File: config.mk
export PLATFORM = sky130hd
export DESIGN_NAME = pipeline_hazard_controller
export DESIGN_NICKNAME = d
export VERILOG_FILES = /design/src/rtl/hazard_pkg.sv /design/src/rtl/pipeline_hazard_controller_forward_unit.sv /design/src/rtl/pipeline_hazard_controller.sv
export SDC_FILE = /design/constraint.sdc
export NUM_CORES = 1
export LEC_CHECK = 0
export BUFFER_PORTS_ARGS = -buffer_cell sky130_fd_sc_hd__buf_2
export CORE_UTILIZATION = 25
export DETAILED_ROUTE_END_ITERATION = 10
export GPL_TIMING_DRIVEN = 0
export SKIP_LAST_GASP = 1
export SYNTH_ARGS = -nofsm -noshare
export SYNTH_HDL_FRONTEND = slang
export SYNTH_SLANG_ARGS = --single-unit
File: constraint.sdc
create_clock -name clk -period 3.1 [get_ports clk]
set_input_delay 0.31 -clock clk [delete_from_list [all_inputs] [get_ports clk]]
set_output_delay 0.31 -clock clk [all_outputs]
set_load 0.01 [all_outputs]
File: src/rtl/hazard_pkg.sv
// Shared types for the pipeline hazard controller: FSM state encoding and
// operand-forwarding select codes.
package hazard_pkg;

  typedef enum logic [1:0] {
    RUN      = 2'd0,
    MEM_WAIT = 2'd1,
    ERROR    = 2'd2
  } hz_state_t;

  localparam logic [1:0] FWD_RF  = 2'b00;
  localparam logic [1:0] FWD_WB  = 2'b01;
  localparam logic [1:0] FWD_MEM = 2'b10;

endpackage : hazard_pkg

File: src/rtl/pipeline_hazard_controller_forward_unit.sv
// Combinational operand-forwarding select for one execute-stage source register.
// The memory stage holds the younger result, so it wins over writeback.
module forward_unit
  import hazard_pkg::*;
#(
  parameter int REG_ADDR_W = 5
) (
  input  logic [REG_ADDR_W-1:0] i_rs_execute,
  input  logic [REG_ADDR_W-1:0] i_rd_memory,
  input  logic                  i_wre_memory,
  input  logic [REG_ADDR_W-1:0] i_rd_writeback,
  input  logic                  i_wre_writeback,
  output logic [1:0]            o_forward_sel
);

  logic w_mem_hit;
  logic w_wb_hit;

  // x0 is hardwired to zero, so a write to it must never be forwarded.
  assign w_mem_hit = i_wre_memory && (i_rd_memory != '0) &&
                     (i_rd_memory == i_rs_execute);
  assign w_wb_hit  = i_wre_writeback && (i_rd_writeback != '0) &&
                     (i_rd_writeback == i_rs_execute);

  assign o_forward_sel = w_mem_hit ? FWD_MEM :
                         w_wb_hit  ? FWD_WB  : FWD_RF;

endmodule : forward_unit

File: src/rtl/pipeline_hazard_controller.sv
// Hazard/sequencing controller for the 5-stage pipeline: load-use bubbles,
// branch flushes, memory-wait freezes with timeout, and operand forwarding.
// Optional HAZARD_PERF_CNT_EN adds saturating stall/flush cycle counters.
module pipeline_hazard_controller
  import hazard_pkg::*;
#(
  parameter int REG_ADDR_W   = 5,
  parameter int MEM_WAIT_MAX = 15
) (
  input  logic                  clk,
  input  logic                  reset,
  input  logic [REG_ADDR_W-1:0] rs1_decode,
  input  logic [REG_ADDR_W-1:0] rs2_decode,
  input  logic [REG_ADDR_W-1:0] rs1_execute,
  input  logic [REG_ADDR_W-1:0] rs2_execute,
  input  logic [REG_ADDR_W-1:0] rd_execute,
  input  logic                  load_instruction,
  input  logic [REG_ADDR_W-1:0] rd_memory,
  input  logic [REG_ADDR_W-1:0] rd_writeback,
  input  logic                  wre_memory,
  input  logic                  wre_writeback,
  input  logic                  branch_taken_execute,
  input  logic                  mem_req_memory,
  input  logic                  mem_ready,
  output logic                  stall_fetch,
  output logic                  stall_decode,
  output logic                  nop_select,
  output logic                  flush_decode,
  output logic                  freeze_pipe,
  output logic [1:0]            forwardA_sel,
  output logic [1:0]            forwardB_sel,
  output logic                  mem_timeout,
  output logic [1:0]            hazard_state
`ifdef HAZARD_PERF_CNT_EN
  ,
  output logic [15:0]           stall_cycles,
  output logic [15:0]           flush_count
`endif
);

  localparam int CNT_W = $clog2(MEM_WAIT_MAX + 1);
  localparam logic [CNT_W-1:0] CNT_ONE = CNT_W'(1);
  localparam logic [CNT_W-1:0] CNT_MAX = CNT_W'(MEM_WAIT_MAX);

  hz_state_t        r_state;
  hz_state_t        w_next_state;
  logic [CNT_W-1:0] r_wait_cnt;
  logic [CNT_W-1:0] w_next_wait_cnt;
  logic             r_timeout;
  logic             w_next_timeout;

  logic w_load_use;
  logic w_mem_busy;

  assign w_load_use = load_instruction && (rd_execute != '0) &&
                      ((rd_execute == rs1_decode) || (rd_execute == rs2_decode));
  assign w_mem_busy = mem_req_memory && !mem_ready;

  // NOTE: sequential state uses non-blocking assignments so every register
  // samples pre-edge values regardless of process evaluation order.
  always_ff @(posedge clk or negedge reset) begin
    if (!reset) begin
      r_state    <= RUN;
      r_wait_cnt <= '0;
      r_timeout  <= 1'b0;
    end else begin
      r_state    <= w_next_state;
      r_wait_cnt <= w_next_wait_cnt;
      r_timeout  <= w_next_timeout;
    end
  end

  // NOTE: every signal written here gets a default first, so no path through
  // the case/if tree can leave one unassigned and infer a latch.
  always_comb begin
    w_next_state    = r_state;
    w_next_wait_cnt = r_wait_cnt;
    w_next_timeout  = r_timeout;
    stall_fetch     = 1'b0;
    stall_decode    = 1'b0;
    nop_select      = 1'b0;
    flush_decode    = 1'b0;
    freeze_pipe     = 1'b0;

    unique case (r_state)
      RUN: begin
        if (w_mem_busy) begin
          stall_fetch     = 1'b1;
          stall_decode    = 1'b1;
          freeze_pipe     = 1'b1;
          w_next_state    = MEM_WAIT;
          w_next_wait_cnt = CNT_ONE;
        end else if (branch_taken_execute) begin
          // The load-use consumer sits in decode and is flushed anyway.
          flush_decode = 1'b1;
          nop_select   = 1'b1;
        end else if (w_load_use) begin
          stall_fetch  = 1'b1;
          stall_decode = 1'b1;
          nop_select   = 1'b1;
        end
      end

      MEM_WAIT: begin
        stall_fetch  = 1'b1;
        stall_decode = 1'b1;
        freeze_pipe  = 1'b1;
        if (mem_ready) begin
          w_next_state    = RUN;
          w_next_wait_cnt = '0;
        end else if (r_wait_cnt == CNT_MAX) begin
          w_next_timeout = 1'b1;
          w_next_state   = ERROR;
        end else begin
          w_next_wait_cnt = r_wait_cnt + CNT_ONE;
        end
      end

      ERROR: begin
        stall_fetch  = 1'b1;
        stall_decode = 1'b1;
        freeze_pipe  = 1'b1;
      end

      default: begin
        w_next_state = RUN;
      end
    endcase
  end

  assign mem_timeout  = r_timeout;
  assign hazard_state = r_state;

  forward_unit #(.REG_ADDR_W(REG_ADDR_W)) u_forward_a (
    .i_rs_execute    (rs1_execute),
    .i_rd_memory     (rd_memory),
    .i_wre_memory    (wre_memory),
    .i_rd_writeback  (rd_writeback),
    .i_wre_writeback (wre_writeback),
    .o_forward_sel   (forwardA_sel)
  );

  forward_unit #(.REG_ADDR_W(REG_ADDR_W)) u_forward_b (
    .i_rs_execute    (rs2_execute),
    .i_rd_memory     (rd_memory),
    .i_wre_memory    (wre_memory),
    .i_rd_writeback  (rd_writeback),
    .i_wre_writeback (wre_writeback),
    .o_forward_sel   (forwardB_sel)
  );

`ifdef HAZARD_PERF_CNT_EN
  logic [15:0] r_stall_cycles;
  logic [15:0] r_flush_count;

  always_ff @(posedge clk or negedge reset) begin
    if (!reset) begin
      r_stall_cycles <= '0;
      r_flush_count  <= '0;
    end else begin
      if (stall_fetch && (r_stall_cycles != 16'hFFFF)) begin
        r_stall_cycles <= r_stall_cycles + 16'd1;
      end
      if (flush_decode && (r_flush_count != 16'hFFFF)) begin
        r_flush_count <= r_flush_count + 16'd1;
      end
    end
  end

  assign stall_cycles = r_stall_cycles;
  assign flush_count  = r_flush_count;
`endif

endmodule : pipeline_hazard_controller

==> impl_metrics.env <==
export IMPL_finalSetupViolCount=0
export IMPL_start_util_pct=26.2
export IMPL_vias=951
export IMPL_tritoncts="yes"
export IMPL_hold_buffers=1
export IMPL_synth_seq_cells=7
export IMPL_muxShareOfSynthArea_pct=1.28
export IMPL_fin_crit_sh_pct=75.7
export IMPL_grt_antenna_before_repair=0
export IMPL_drt_iter0_drc=29
export IMPL_wirelength_um=2150
export IMPL_synth_cell_types=30
export IMPL_synth_fp_nets=151
export IMPL_slew_violations=0
export IMPL_pwr_density_cell_nw_per_um2=407
export IMPL_cts_setup_buffers=0
export IMPL_cts_root_buffer="clkbuf_4"
export IMPL_cts_sinks=7
export IMPL_avgSynthCellArea_um2=8.55
export IMPL_grt_usage_pct=11.4
export IMPL_grt_pass1_vias=864
export IMPL_rsz0062_at_grt="false"
export IMPL_avgViaCountPerCell=4.57
export IMPL_yosys_area_share_simple_pct=20.6
export IMPL_cts_buffer_depth=2
export IMPL_io_buffers=54
export IMPL_clock_skew_final_ns=0.000589
export IMPL_final_nets=211
export IMPL_start_kind="flip-flop"
export IMPL_endpoint="stall_fetch"
export IMPL_min_period_ns=2.35
export IMPL_r2r_cells=4
export IMPL_crit_start="hazard_state[1]$_DFFE_PN0P_"
export IMPL_r2r_slack_ns=1.49
export IMPL_r2r_start="hazard_state[1]$_DFFE_PN0P_"
export IMPL_fmax_mhz=426
export IMPL_ctsResizeCount=0
export IMPL_slew_headroom_pct=67.8
export IMPL_path_clk_slew_ns=0.05
export IMPL_dr_pass1_iters=4
export IMPL_core_um2=3360
export IMPL_p_leak_nw=0.614
export IMPL_cts_made_buffers=3
export IMPL_clock_latency_ns=0.25
export IMPL_worstSetupPathType="reg -> out"
export IMPL_synth_edf_count=0
export IMPL_peakVddDrop_v=0.000160
export IMPL_die_h_um=61.4
export IMPL_ys_seq_area_share_pct=19.9
export IMPL_final_common_cell="buf_2"
export IMPL_ys_warn_count=0
export IMPL_crit_fanout=6
export IMPL_synth_compound_area_share_pct=17.0
export IMPL_wl_per_cell_um=10.3
export IMPL_layout_common_cells="buf_2, xor2_1, a21oi_1"
export IMPL_htree_levels=1
export IMPL_fillers=380
export IMPL_grt_max_degree=9
export IMPL_area_growth_pct=41.3
export IMPL_async_flop_share_pct=100
export IMPL_synthAdderAreaFrac_pct=7.10
export IMPL_antenna_left=0
export IMPL_drcViolationCount=0
export IMPL_cp_end_kind="primary output"
export IMPL_dp_hpwl_um=1870
export IMPL_tns_ns=0
export IMPL_arrival_ns=2.04
export IMPL_timing_rr_end="r_wait_cnt[1]$_DFFE_PN0P_"
export IMPL_worstMarginPinSlew_ns=0.479
export IMPL_cap_viol_max_count=0
export IMPL_cp_required_ns=2.79
export IMPL_status="finished, final reports clean"
export IMPL_n_antenna_cell=0
export IMPL_synth_area_um2=881
export IMPL_ys_flop_type="dfrtp_1"
export IMPL_synthCells=103
export IMPL_fp_row_count=21
export IMPL_layout_drive_gt1_share_pct=40.7
export IMPL_whs_ns=0.297
export IMPL_die_area_um2=3770
export IMPL_hold_class="in -> reg"
export IMPL_yosys_area_share_xor_xnor_pct=29.8
export IMPL_gp_congestion=0.735
export IMPL_grt_pass1_wl_um=3260
export IMPL_overflow=0
export IMPL_synth_top_family_by_area="XOR/XNOR gates"
export IMPL_die_x_um=61.4
export IMPL_pin_count=55
export IMPL_finalHoldViolCount=0
==> routing by layer <==
layer	vias up	share of wire (%)	global-route usage, %
met2	48	49	23.0
met4	0	0	3.81
met3	0	8.4	1.47
met1	412	43	12.0
li1	491	-	-
met5	-	0	0
==> kinds of logic (layout without fill, tap and decap cells) <==
family,count (synthesis),after routing
flops,7,7
compound gates,24,24
xor+xnor,30,30
mux,1,1
buf+inv,7,66
simple gates,29,29
fa+ha+maj,5,5
==> sequential cells by signal, indices dropped and copies added, names as in the netlist <==
| name | count |
|---|---|
| r_wait_cnt | 4 |
| hazard_state | 2 |
| mem_timeout | 1 |
==> Yosys cell counts (3+ instances only) <==
| library cell | instances | area (um^2) |
|---|---|---|
| ha_1 | 5 | 62.6 |
| nor2_1 | 5 | 18.8 |
| inv_1 | 4 | 15.0 |
| dfrtp_1 | 7 | 175 |
| nand3_1 | 4 | 20.0 |
| buf_4 | 3 | 22.5 |
| o21ai_0 | 5 | 25.0 |
| a21oi_1 | 9 | 45.0 |
| or4_1 | 5 | 37.5 |
| xor2_1 | 24 | 210 |
| nor3_1 | 3 | 15.0 |
| xnor2_1 | 6 | 52.6 |
==> worst max-delay path, stage by stage, from the launching register on <==
cell	delay (ns)
dfrtp_1	0.43
inv_1	0.10
ha_1	0.26
inv_1	0.10
or4_1	0.50
o22ai_1	0.15
buf_4	0.13
buf_2	0.11
==> worst min-delay path by stage <==
stage | startpoint | to | slack [ns] | depth (start not counted)
4_1_cts | mem_ready | r_wait_cnt[0]$_DFFE_PN0P_ | 0.30 | 2
3_3_place_gp | reset | r_wait_cnt[2]$_DFFE_PN0P_ | 0.15 | 1
5_1_grt | mem_ready | r_wait_cnt[0]$_DFFE_PN0P_ | 0.31 | 2
2_1_floorplan | reset | hazard_state[0]$_DFFE_PN0P_ | 0.01 | 0
3_5_place_dp | reset | r_wait_cnt[2]$_DFFE_PN0P_ | 0.16 | 1
6_report | mem_ready | r_wait_cnt[0]$_DFFE_PN0P_ | 0.30 | 2
==> report_power, final <==
part | switching, W | leakage (nW) | internal [W]
logic | 0.000145 | 0.506 | 0.000134
registers | 0.0000286 | 0.0927 | 0.000117
clock network | 0.0000324 | 0.0150 | 0.0000490
total | 0.000206 | 0.614 | 0.000300
==> stage by stage <==
stage / std cells / worst slack (ns) / utilization, % / cell area, um^2 / power (W)
final: 208 / 0.754 / 37.0 / 1240 / 0.000507
after global routing: 208 / 0.622 / 37.0 / 1240 / 0.000555
after CTS: 208 / 0.734 / 37.0 / 1240 / 0.000515
after detailed placement: 203 / 1.01 / 35.9 / 1210 / 0.000428
after global placement: 203 / 1.01 / 35.9 / 1210 / 0.000428
after floorplan: 103 / 1.04 / - / 881 / 0.000323
==> final cells by class <==
type | count | area [um^2] | area share [%]
Buffer | 3 | 22.5 | 1.81
Clock buffer | 4 | 26.3 | 2.11
Inverter | 4 | 15.0 | 1.21
Multi-Input combinational cell | 89 | 668 | 53.7
Sequential cell | 7 | 175 | 14.1
Tap cell | 46 | 57.6 | 4.62
Timing Repair Buffer | 55 | 280 | 22.5
No activity file was read; power rests on OpenSTA's default activity.
